**src/rtl/pfb_pkg.sv**
```systemverilog
// Shared definitions for the channelizer polyphase filterbank: accumulator
// width, default output geometry and the round/saturate helpers.
package pfb_pkg;

    localparam int P_W            = 48;
    localparam int SHIFT_DEF      = 15;
    localparam int OUT_W_DEF      = 16;
    localparam int PHASE_W_DEF    = 6;
    localparam int FIFO_DEPTH_DEF = 8;

    // Add half an output LSB, one bit wider than the accumulator so it never wraps.
    function automatic logic signed [P_W:0] round_add(input logic signed [P_W-1:0] p,
                                                      input int shift);
        logic signed [P_W:0] half;
        half = {{P_W{1'b0}}, 1'b1} << (shift - 1);
        return $signed({p[P_W-1], p}) + half;
    endfunction

    // Shift the pre-rounded accumulator down and clamp it to out_w signed bits.
    // Returns {sat_flag, value}; value is the clamped result in its low out_w bits.
    function automatic logic [32:0] sat_round(input logic signed [P_W:0] r,
                                              input int shift, input int out_w);
        logic signed [P_W:0] q;
        logic signed [P_W:0] one;
        logic signed [P_W:0] maxv;
        logic signed [P_W:0] minv;
        logic [32:0]         res;
        one  = {{P_W{1'b0}}, 1'b1};
        q    = r >>> shift;
        maxv = (one << (out_w - 1)) - one;
        minv = '0 - (one << (out_w - 1));
        if (q > maxv)
            res = {1'b1, maxv[31:0]};
        else if (q < minv)
            res = {1'b1, minv[31:0]};
        else
            res = {1'b0, q[31:0]};
        return res;
    endfunction

endpackage

```
**src/rtl/pfb_mac_tail_fifo.sv**
```systemverilog
// Small synchronous circular-buffer FIFO holding {phase, sample} results.
// Head is shown combinationally; the parent never pushes when full.
module pfb_tail_fifo #(
    parameter int W     = 22,
    parameter int DEPTH = 8
) (
    input  logic                     clk,
    input  logic                     sync_reset,
    input  logic                     push,
    input  logic [W-1:0]             din,
    input  logic                     pop,
    output logic [W-1:0]             head,
    output logic [$clog2(DEPTH):0]   count
);
    localparam int AW = $clog2(DEPTH);

    logic [W-1:0]  mem [DEPTH];
    logic [AW-1:0] wr_ptr;
    logic [AW-1:0] rd_ptr;

    // Storage write; contents need no reset since count gates visibility.
    always_ff @(posedge clk) begin
        if (push)
            mem[wr_ptr] <= din;
    end

    // Pointers and occupancy; push+pop together leaves count unchanged.
    always_ff @(posedge clk) begin
        if (sync_reset) begin
            wr_ptr <= '0;
            rd_ptr <= '0;
            count  <= '0;
        end else begin
            if (push) wr_ptr <= wr_ptr + 1'b1;
            if (pop)  rd_ptr <= rd_ptr + 1'b1;
            if (push && !pop)
                count <= count + 1'b1;
            else if (pop && !push)
                count <= count - 1'b1;
        end
    end

    assign head = mem[rd_ptr];

endmodule

```
**src/rtl/pfb_mac_tail.sv**
```systemverilog
// Terminal stage of the PFB MAC cascade: round, shift, saturate, tag with
// branch index, buffer and present on AXI-Stream. ce_out freezes the whole
// MAC chain whenever the FIFO could not absorb everything still in flight.
module pfb_mac_tail
    import pfb_pkg::*;
#(
    parameter int SHIFT      = SHIFT_DEF,
    parameter int OUT_W      = OUT_W_DEF,
    parameter int PHASE_W    = PHASE_W_DEF,
    parameter int FIFO_DEPTH = FIFO_DEPTH_DEF
) (
    input  logic               clk,
    input  logic               sync_reset,
    input  logic [P_W-1:0]     s_p,
    input  logic               s_valid,
    input  logic [PHASE_W-1:0] s_phase,
    output logic               ce_out,
    output logic [OUT_W-1:0]   m_axis_tdata,
    output logic [PHASE_W-1:0] m_axis_tuser,
    output logic               m_axis_tlast,
    output logic               m_axis_tvalid,
    input  logic               m_axis_tready,
    output logic               overflow
);
    localparam int CW = $clog2(FIFO_DEPTH) + 1;
    localparam int DW = OUT_W + PHASE_W;

    logic                      run;
    logic                      accept;
    logic                      v1, v2;
    logic signed [P_W:0]       r1;
    logic [PHASE_W-1:0]        ph1, ph2;
    logic [OUT_W-1:0]          d2;
    logic [32:0]               sr;
    logic [CW-1:0]             cnt;
    logic [CW:0]               occ;
    logic [DW-1:0]             head;
    logic                      pop;

    assign accept = s_valid && ce_out;

    // Reserve a FIFO slot for everything in the two pipeline stages; only
    // registers feed this so the enable fanning out to the taps is clean.
    assign occ    = {1'b0, cnt} + (CW+1)'(v1) + (CW+1)'(v2);
    assign ce_out = run && (occ < (CW+1)'(FIFO_DEPTH));

    // Holds ce_out low during reset and releases it one cycle after.
    always_ff @(posedge clk) begin
        if (sync_reset) run <= 1'b0;
        else            run <= 1'b1;
    end

    // Stage 1: add rounding constant.
    always_ff @(posedge clk) begin
        if (sync_reset) v1 <= 1'b0;
        else            v1 <= accept;
        r1  <= round_add($signed(s_p), SHIFT);
        ph1 <= s_phase;
    end

    // Shift and clamp the stage 1 value.
    always_comb begin
        sr = sat_round(r1, SHIFT, OUT_W);
    end

    // Stage 2: register clamped sample, accumulate sticky overflow.
    always_ff @(posedge clk) begin
        if (sync_reset) begin
            v2       <= 1'b0;
            overflow <= 1'b0;
        end else begin
            v2 <= v1;
            if (v1 && sr[32])
                overflow <= 1'b1;
        end
        d2  <= sr[OUT_W-1:0];
        ph2 <= ph1;
    end

    pfb_tail_fifo #(
        .W     (DW),
        .DEPTH (FIFO_DEPTH)
    ) u_fifo (
        .clk        (clk),
        .sync_reset (sync_reset),
        .push       (v2),
        .din        ({ph2, d2}),
        .pop        (pop),
        .head       (head),
        .count      (cnt)
    );

    assign m_axis_tvalid = (cnt != '0);
    assign pop           = m_axis_tvalid && m_axis_tready;
    // Force zeros when empty so stale FIFO storage never shows on the bus.
    assign m_axis_tdata  = m_axis_tvalid ? head[OUT_W-1:0]  : '0;
    assign m_axis_tuser  = m_axis_tvalid ? head[DW-1:OUT_W] : '0;
    assign m_axis_tlast  = m_axis_tvalid && (&head[DW-1:OUT_W]);

endmodule

```
**config.mk**
```make
export PLATFORM = sky130hd
export DESIGN_NAME = pfb_mac_tail
export DESIGN_NICKNAME = d
export VERILOG_FILES = /design/src/rtl/pfb_pkg.sv /design/src/rtl/pfb_mac_tail_fifo.sv /design/src/rtl/pfb_mac_tail.sv
export SDC_FILE = /design/constraint.sdc
export NUM_CORES = 1
export LEC_CHECK = 0
export ABC_AREA = 1
export BUFFER_PORTS_ARGS = -buffer_cell sky130_fd_sc_hd__buf_2
export CAP_MARGIN = 40
export CORE_AREA = 10 10 144 146
export DETAILED_ROUTE_END_ITERATION = 10
export DIE_AREA = 0 0 154 156
export GPL_TIMING_DRIVEN = 0
export PLACE_DENSITY = 0.79
export SYNTH_ARGS = -nofsm -noshare
export SYNTH_HDL_FRONTEND = slang
export SYNTH_HIERARCHICAL = 1
export SYNTH_SLANG_ARGS = --single-unit
```
**constraint.sdc**
```tcl
create_clock -name clk -period 2.9 [get_ports clk]
set_input_delay 0.29 -clock clk [delete_from_list [all_inputs] [get_ports clk]]
set_output_delay 0.29 -clock clk [all_outputs]
set_load 0.005 [all_outputs]
```
# == Yosys cells after proc, flatten, opt, wreduce, memory -nomap -nowiden ==
# Memories as Yosys holds them, arrays and structs flattened. A register that Yosys moved wholly into a read port is not among the register bits.
# Index checks and enable logic that the tools add are counted.
# totals
ff_bits,91
ramBits,176
input_bits,58
out_inout_bits,26
memories,1
# mem_list
name,words,width,rd,rd_ports_with_merged_regs,wr,line,text
u_fifo.mem,8,22,1,1,1,pfb_mac_tail_fifo.sv:17,logic [W-1:0] mem [DEPTH];
# classes
addsub,7
n_lt_le_gt_ge,3
mux,11
n_reduce_logical,12
# ops
op,n
2-to-1 mux 33 bit,2
"adder 48 x 16 -> 49 bit, second input constant",1
"> comparator 34 x 16 -> 1 bit, second input constant",1
"less-than comparator 34 x 16 -> 1 bit, second input constant",1
2-to-1 mux 16 bit,1
2-to-1 mux 4 bit,2
logical AND 1 bit,7
"adder 3 x 1 -> 3 bit, second input constant",2
2-to-1 mux 3 bit,2
2-to-1 mux 6 bit,1
AND reduction 6 bit,1
adder 4 x 1 -> 5 bit,1
adder 5 x 1 -> 5 bit,1
"less-than comparator 5 x 4 -> 1 bit, second input constant",1
"adder 4 x 1 -> 4 bit, second input constant",1
nonzero test 4 bit,1
"subtractor 4 x 1 -> 4 bit, second input constant",1
2-to-1 mux 1 bit,3
logical NOT 1 bit,2
nonzero test 2 bit,1

# == Longest topological paths before layout ==
# Gate-level depths: netlist of the first run.
# logic_depth
depth_word,5
mapped_depth,13
ltp_nobuf,13

# == Hierarchy ==
# The synthesis of the first run kept the hierarchy.
# by_module_without_submodules
module,n_inst,cells_each,area_per_inst_um2,seq_area_each_um2
pfb_tail_fifo,1,668,7644.8,5545.3
pfb_mac_tail,1,392,2862.7,1321.3

# == Least setup slack after synthesis of the first run ==
# Ideal clock, no wire load.
# synth_timing
path_kind,reg2reg
start,reg v2
end,"mem u_fifo.mem[0][0], enable pin"
arrival_time_ns,1.738
required_time_ns,2.499
path_slack_ns,0.761
path_stages_with_launch,4
n_path_buf,0
cell_sequence,dfxtp_1 > inv_1 > or2_2 > nor2_1
# synth_between
elab_chain_len,2
# synth_lines
item,line,text
start: declaration,pfb_mac_tail.sv:30,"logic v1, v2;"
start signal: assignment,pfb_mac_tail.sv:72,v2 <= v1;
2-to-1 mux 1 bit,pfb_mac_tail_fifo.sv:23,if (push)
2-to-1 mux 1 bit (not written as such),pfb_mac_tail_fifo.sv:24,mem[wr_ptr] <= din;
end: declaration,pfb_mac_tail_fifo.sv:17,
# Every way passes these cells.

==> reports/qor.csv, run 1 <==
metric,value,unit
startpoint types,flop,
dpl hpwl,17000,um
DRT Pass-1 Iters,5,
num ports,84,
critical-path cell list,buf_6 -> inv_4 -> clkbuf_1 -> o21ai_0 -> nand2_1 -> nand2_1 -> nand2_1 -> nand4_1 -> nor4_1 -> buf_2,
reg-to-reg endpoint,u_fifo/count[3]$_SDFFE_PP0P_,
"Top cell by count, worst path",nand2_1,
Max Cap Viol,0,
Crit path largest cell delay,420,ps
number of global-route vias before repair,7549,
Synth Instances,1060,
root buf cell,clkbuf_16,
top_reg_cell synth,edfxtp_1,
clk buf depth,3,
fmax,361,MHz
depth of the CTS H-tree,1,
Core ar.,17800,um^2
worst hold slack,13.0,ps
LEAKAGE,4.92,nW
"area leader, netlist",edfxtp_1,
Final min period,2770,ps
total chip power,10.0,mW
endpoint type of the worst setup path,output pin,
DR DRC count,0,
Slew Limit Headroom,51.2,%
CP max-delay cell,clkbuf_1,
area delta synth->final,16.2,%
Port Buf Inserts,69,
Detailed Route Iter0 Violations,653,
Worst Skew,10.1,ps
pin count of the biggest net entering global routing,16,
Die Wd,154,um
row cnt,49,
CP Class,reg2out,
Slew @ Worst Pin,731,ps
CP Capture Point,m_axis_tlast,
worst reg-to-reg path cell count,11,
Final setup viols,0,
Worst-Skew Late Latency,510,ps
Cell variety after synth,37,
synth top area cells,"edfxtp_1 (50%), dfxtp_1 (15%), nor2_1 (9.7%)",
Sink Count,255,
n_diodes,0,
post-synthesis average cell area,9.91,um^2
gr usage total,19.9,%
fraction of layout cells with a size suffix above 1,15.3,%
# nets final,1239,
Reg2Reg Setup Slack,260,ps
RSZ-0062 raised after global routing,no,
Clock transition at path regs,70,ps
Syn Nets,1126,
status,finished clean,
post-synth top area share,50.3,%
Final Hold Vio Count,0,
Setup WS pre-CTS,309,ps
initial antenna violation count,0,
Tcrit/Tclk final,95.6,%
number of synthesized flops with an enable pin,176,
reg2reg start,u_fifo/count[1]$_SDFFE_PP0P_,
fill count,1316,
Yosys warning count,6,
first-pass GRT wire length,38600,um
average wire per standard cell,17.4,um
synthesized cell area,10500,um^2
Worst EP required,2610,ps
Resize count post-CTS,0,
WL final,24700,um
Placed Area,11300,um^2
Final Util,68.5,%
setup ws final,128,ps
Hold WC Path Type,in2reg,
total gr overflow,0,
final max-slew violation count,0,
routability cong.,0.888,
vias,7595,
synthesized flop and latch total,255,
fin area,12200,um^2
pwr dens,820,nW/um^2
die area,24000,um^2
Final ANT Viol Nets,0,
Peak VDD IR,0.000711,V
CTS tree,done,
vias per cell,5.34,
Critical Path AT,2480,ps
async set-reset flop share out of synthesis,0,%
Crit Path Max Fanout,10,
TritonCTS Buffers,25,
die height,156,um
Initial Util,58.9,%
post-CTS setup buffer count,0,
register area share after synthesis,65.3,%
"Hold-fix buffers, CTS",9,
==> sequential cells by signal, summed over array words and instances (netlist names), named ones only <==
name / count
u_fifo/mem: 176
u_fifo/rd_ptr: 3
u_fifo/count: 4
r1: 34
v2: 1
ph1: 6
ph2: 6
d2: 16
u_fifo/wr_ptr: 3
overflow: 1
run: 1
v1: 1
==> cell type report <==
| class | count | area, um^2 | share of cell area [%] |
|---|---|---|---|
| Buffer | 38 | 240 | 1.97 |
| Clock buffer | 32 | 682 | 5.58 |
| Clock inverter | 14 | 149 | 1.22 |
| Inverter | 53 | 201 | 1.65 |
| Multi-Input combinational cell | 714 | 3220 | 26.4 |
| Sequential cell | 255 | 6870 | 56.2 |
| Tap cell | 229 | 287 | 2.35 |
| Timing Repair Buffer | 86 | 568 | 4.65 |
==> synthesized netlist by cell type (2+ instances only) <==
cell type / instances
nor2_1: 272
ha_1: 7
a21oi_1: 7
nand2_1: 257
inv_2: 2
xnor2_1: 10
buf_2: 13
nand2_2: 3
nand3_2: 2
clkbuf_2: 2
dfxtp_1: 79
clkbuf_1: 7
nand4_1: 5
buf_6: 5
or2_2: 2
inv_1: 50
nand3b_1: 6
nor3_1: 3
o21ai_1: 42
nor2_2: 6
xor2_1: 17
o21ai_0: 49
edfxtp_1: 176
nor3_2: 6
buf_4: 11
nand3_1: 10
==> power breakdown <==
part           total (mW)  switching (mW)  internal, mW
Clock                3.22            1.30          1.93
Combinational        2.66            1.72         0.946
Sequential           4.13           0.119          4.01
Total                10.0            3.13          6.89
==> worst min path at each step <==
| stage | start | to | cells after the start |
|---|---|---|---|
| after global routing | s_p[33] | r1[33]$_DFF_P_ | 2 |
| after detailed placement | ph1[5]$_DFF_P_ | ph2[5]$_DFF_P_ | 0 |
| after CTS | s_p[35] | r1[35]$_DFF_P_ | 2 |
| after floorplan | ph1[0]$_DFF_P_ | ph2[0]$_DFF_P_ | 0 |
| final | s_p[43] | r1[43]$_DFF_P_ | 2 |
| after global placement | ph1[2]$_DFF_P_ | ph2[2]$_DFF_P_ | 0 |
==> routing by layer <==
| layer | vias to the layer above | share of wire (%) | track usage (%) | routed length, um |
|---|---|---|---|---|
| li1 | 3680 | - | - | - |
| met1 | 3476 | 40 | 24.4 | 9930 |
| met2 | 372 | 48 | 34.7 | 12000 |
| met3 | 67 | 8.0 | 3.20 | 1980 |
| met4 | 0 | 3.5 | 7.56 | 860 |
| met5 | - | 0 | 0 | 0 |
==> cells by family after synthesis <==
logic type,synth area share [%]
compound gates,4.85
xor+xnor,2.25
fa+ha+maj,1.02
buf+inv,4.20
flops,65.3
simple gates,22.3
==> cell usage in the layout (no fill, tap or decap), types with 7 or more instances in the layout <==
cell | netlist | final
o21ai_1 | 42 | 42
nor2_2 | 6 | 14
clkbuf_16 | 0 | 25
nand2_1 | 257 | 257
nand3_1 | 10 | 10
inv_1 | 50 | 50
clkinv_2 | 0 | 7
xor2_1 | 17 | 17
buf_2 | 13 | 82
clkbuf_1 | 7 | 11
ha_1 | 7 | 7
dlygate4sd3_1 | 0 | 9
buf_8 | 0 | 7
o21ai_0 | 49 | 49
a21oi_1 | 7 | 7
nor2_1 | 272 | 264
xnor2_1 | 10 | 10
buf_4 | 11 | 11
edfxtp_1 | 176 | 176
dfxtp_1 | 79 | 79
==> metrics by stage <==
step           std cells  setup TNS [ps]
6_report            1421               0
4_1_cts             1421               0
3_3_place_gp        1358           -9310
5_1_grt             1421               0
3_5_place_dp        1366               0
2_1_floorplan       1060               0
==> critical path: cells and delay by family, from the launching register on <==
kind                   cells  cell delay (ps)
buffers and inverters      4              820
flip-flops                 1              310
AO/OA/AOI/OAI              1              210
AND/OR/NAND/NOR            5              650
Note: power is estimated with default switching activity, not from simulation.
==> inputs of run 2 (changes only) <==
--- a/config.mk
+++ b/config.mk
@@ -8,11 +8,13 @@
 export ABC_AREA = 1
 export BUFFER_PORTS_ARGS = -buffer_cell sky130_fd_sc_hd__buf_2
 export CAP_MARGIN = 40
-export CORE_AREA = 10 10 144 146
+export CELL_PAD_IN_SITES_DETAIL_PLACEMENT = 1
+export CELL_PAD_IN_SITES_GLOBAL_PLACEMENT = 1
+export CORE_AREA = 10 10 221 223
 export DETAILED_ROUTE_END_ITERATION = 10
-export DIE_AREA = 0 0 154 156
+export DIE_AREA = 0 0 231 233
 export GPL_TIMING_DRIVEN = 0
-export PLACE_DENSITY = 0.79
+export PLACE_DENSITY_LB_ADDON = 0.1
 export SYNTH_ARGS = -nofsm -noshare
 export SYNTH_HDL_FRONTEND = slang
 export SYNTH_HIERARCHICAL = 1
==> constraint.sdc (replaced) <==
create_clock -name clk -period 2.7 [get_ports clk]
set_input_delay 0.27 -clock clk [delete_from_list [all_inputs] [get_ports clk]]
set_output_delay 0.27 -clock clk [all_outputs]
set_load 0.005 [all_outputs]
==> run 2 against run 1 <==
Worst hold slack better by 27 ps; largest power group unchanged; combinational power is 21% higher; critical endpoint unchanged; via count is 1.9% lower; total power is 15% higher; core utilization is 38 points lower; flip-flop and latch count stayed put; first-iteration DRC count is 60% lower; critical path depth stayed put.
==> reports/qor.csv, run 2 (same netlist as run 1, synthesis figures left out) <==
metric,value,unit,change
Fin Setup TNS,0,ps,unchanged
Tcrit/Tclk final,92.5,%,
row cnt,77,,was 49
fmax,400,MHz,
Crit Path Max Fanout,10,,unchanged
average wire per standard cell,17.3,um,was 17.4 um
"commonest non-fill, non-tap cell in the layout",nor2_1,,unchanged
Final ANT Viol Nets,0,,unchanged
num ports,84,,unchanged
Final min period,2500,ps,
die height,233,um,was 156 um
"commonest cells after routing, fill and taps aside","nor2_1 (264), nand2_1 (254), edfxtp_1 (176), buf_2 (80), dfxtp_1 (79)",,"was nor2_1 (264), nand2_1 (257), edfxtp_1 (176), buf_2 (82), dfxtp_1 (79)"
WL final,31500,um,"was 24,700 um"
Biggest register,u_fifo/mem,,unchanged
gr usage total,11.7,%,was 19.9%
Final Hold Vio Count,0,,unchanged
M3 GR Usage,1.75,%,was 3.20%
gr busiest metal,met2,,unchanged
die area,53800,um^2,"was 24,000 um^2"
final max-slew violation count,0,,unchanged
Core ar.,44100,um^2,"was 17,800 um^2"
M2 GR Usage,20.4,%,was 34.7%
vias per cell,4.08,,was 5.34
CTS tree,done,,unchanged
biggest regs,"u_fifo/mem x176, r1 x34, d2 x16",,unchanged
pin count of the biggest net entering global routing,23,,was 16
routability cong.,0.760,,was 0.888
first-pass GRT wire length,48200,um,"was 38,600 um"
TritonCTS Buffers,30,,was 25
Worst Skew,9.86,ps,was 10.1 ps
dpl hpwl,22500,um,"was 17,000 um"
Initial Util,23.8,%,was 58.9%
startpoint types,flop,,unchanged
Hold WC Path Type,in2reg,,unchanged
status,finished clean,,unchanged
initial antenna violation count,0,,unchanged
CP Class,reg2out,,unchanged
pwr dens,871,nW/um^2,was 820 nW/um^2
Port Buf Inserts,69,,unchanged
Sink Count,255,,unchanged
RSZ-0062 raised after global routing,no,,unchanged
Worst-Skew Late Latency,550,ps,was 510 ps
Worst EP required,2430,ps,was 2610 ps
LEAKAGE,5.17,nW,was 4.92 nW
Critical Path AT,2230,ps,was 2480 ps
Slew @ Worst Pin,842,ps,was 731 ps
Detailed Route Iter0 Violations,259,,was 653
endpoint type of the worst setup path,output pin,,unchanged
clk buf depth,3,,unchanged
Max Cap Viol,0,,unchanged
n_diodes,0,,unchanged
DRT Pass-1 Iters,4,,was 5
Die Wd,231,um,was 154 um
max FFs per register,176,,unchanged
Final setup viols,0,,unchanged
total chip power,11.6,mW,was 10.0 mW
Clock transition at path regs,50,ps,was 70 ps
number of global-route vias before repair,7954,,"was 7,549"
total gr overflow,0,,unchanged
root buf cell,clkbuf_16,,unchanged
vias,7451,,"was 7,595"
# nets final,1275,,"was 1,239"
Slew Limit Headroom,43.7,%,was 51.2%
fraction of layout cells with a size suffix above 1,15.8,%,was 15.3%
depth of the CTS H-tree,1,,unchanged
Peak VDD IR,0.000307,V,was 0.000711 V
DR DRC count,0,,unchanged
GRT met1 Usage,15.0,%,was 24.4%
area delta synth->final,26.4,%,was 16.2%
-- run 2: cell types whose count changed in the layout (fill, tap and decap cells not counted), moves of 4 or more --
cell | before | now
dlygate4sd3_1 | 9 | 39
clkbuf_16 | 25 | 33
nor2_2 | 14 | 6
nor2_4 | 1 | 9
buf_8 | 7 | 0
buf_12 | 0 | 4
buf_16 | 1 | 5
buf_6 | 5 | 9
-- run 2: where the power goes --
group / switching, mW / internal (mW) / total (mW)
registers: 0.136 / 4.31 / 4.45
clock network: 1.54 / 2.36 / 3.90
logic: 2.00 / 1.21 / 3.22
-- run 2: worst paths after layout --
path              depth (start not counted)                      endpoint  slack [ps]                    startpoint
setup / recovery                         10                  m_axis_tlast         200                          flop
hold / removal                            2                r1[15]$_DFF_P_          40                       s_p[14]
setup reg to reg                         12  u_fifo/count[3]$_SDFFE_PP0P_         320  u_fifo/count[0]$_SDFFE_PP0P_
hold reg to reg                           0                ph2[3]$_DFF_P_         330                ph1[3]$_DFF_P_
-- run 2: per-stage QoR --
step | area, um^2 | cells | hold WS [ps] | setup WS [ps] | util (%)
global route | 13300 | 1825 | 23.6 | 5.88 | 30.1
CTS | 13200 | 1825 | 12.4 | 11.8 | 30.0
global placement | 11600 | 1721 | 311 | -813 | 26.3
finish | 13300 | 1825 | 40.0 | 203 | 30.1
floorplan | 10500 | 1060 | 298 | 561 | -
detailed placement | 11800 | 1727 | 313 | -117 | 26.8
-- run 2: repair_timing --
item | 4_1_cts | 5_1_grt
endpoints found under the hold margin | 41 | 0
hold buffers | 39 | 0
setup buffers | 3 | 0
resized for setup | 5 | 19
pin swaps | 1 | 1
endpoints found under the setup margin | 15 | 6
-- run 2: cell type report --
class,instances,area [um^2]
buffer,38,295
sequential,255,6870
fill,5057,30800
timing repair buffer,117,928
inverter,53,201
clock inverter,11,51.3
clock buffer,45,931
multi-input combinational,714,3270
tap,592,741
-- run 2: worst max-delay path: stages (launching register included) --
cell and delay (ps):
dfxtp_1 310, buf_6 150, inv_4 90, clkbuf_2 300, o21ai_0 160, nand2_1 80, nand2_1 50, nand2_1 80
inv_1 50, nor4_1 230, buf_2 160
-- run 2: per-layer routing --
metal | wire [um] | vias to the layer above
met5 | 0 | -
met4 | 523 | 0
met3 | 846 | 33
met1 | 14800 | 3567
li1 | - | 3762
met2 | 15300 | 89
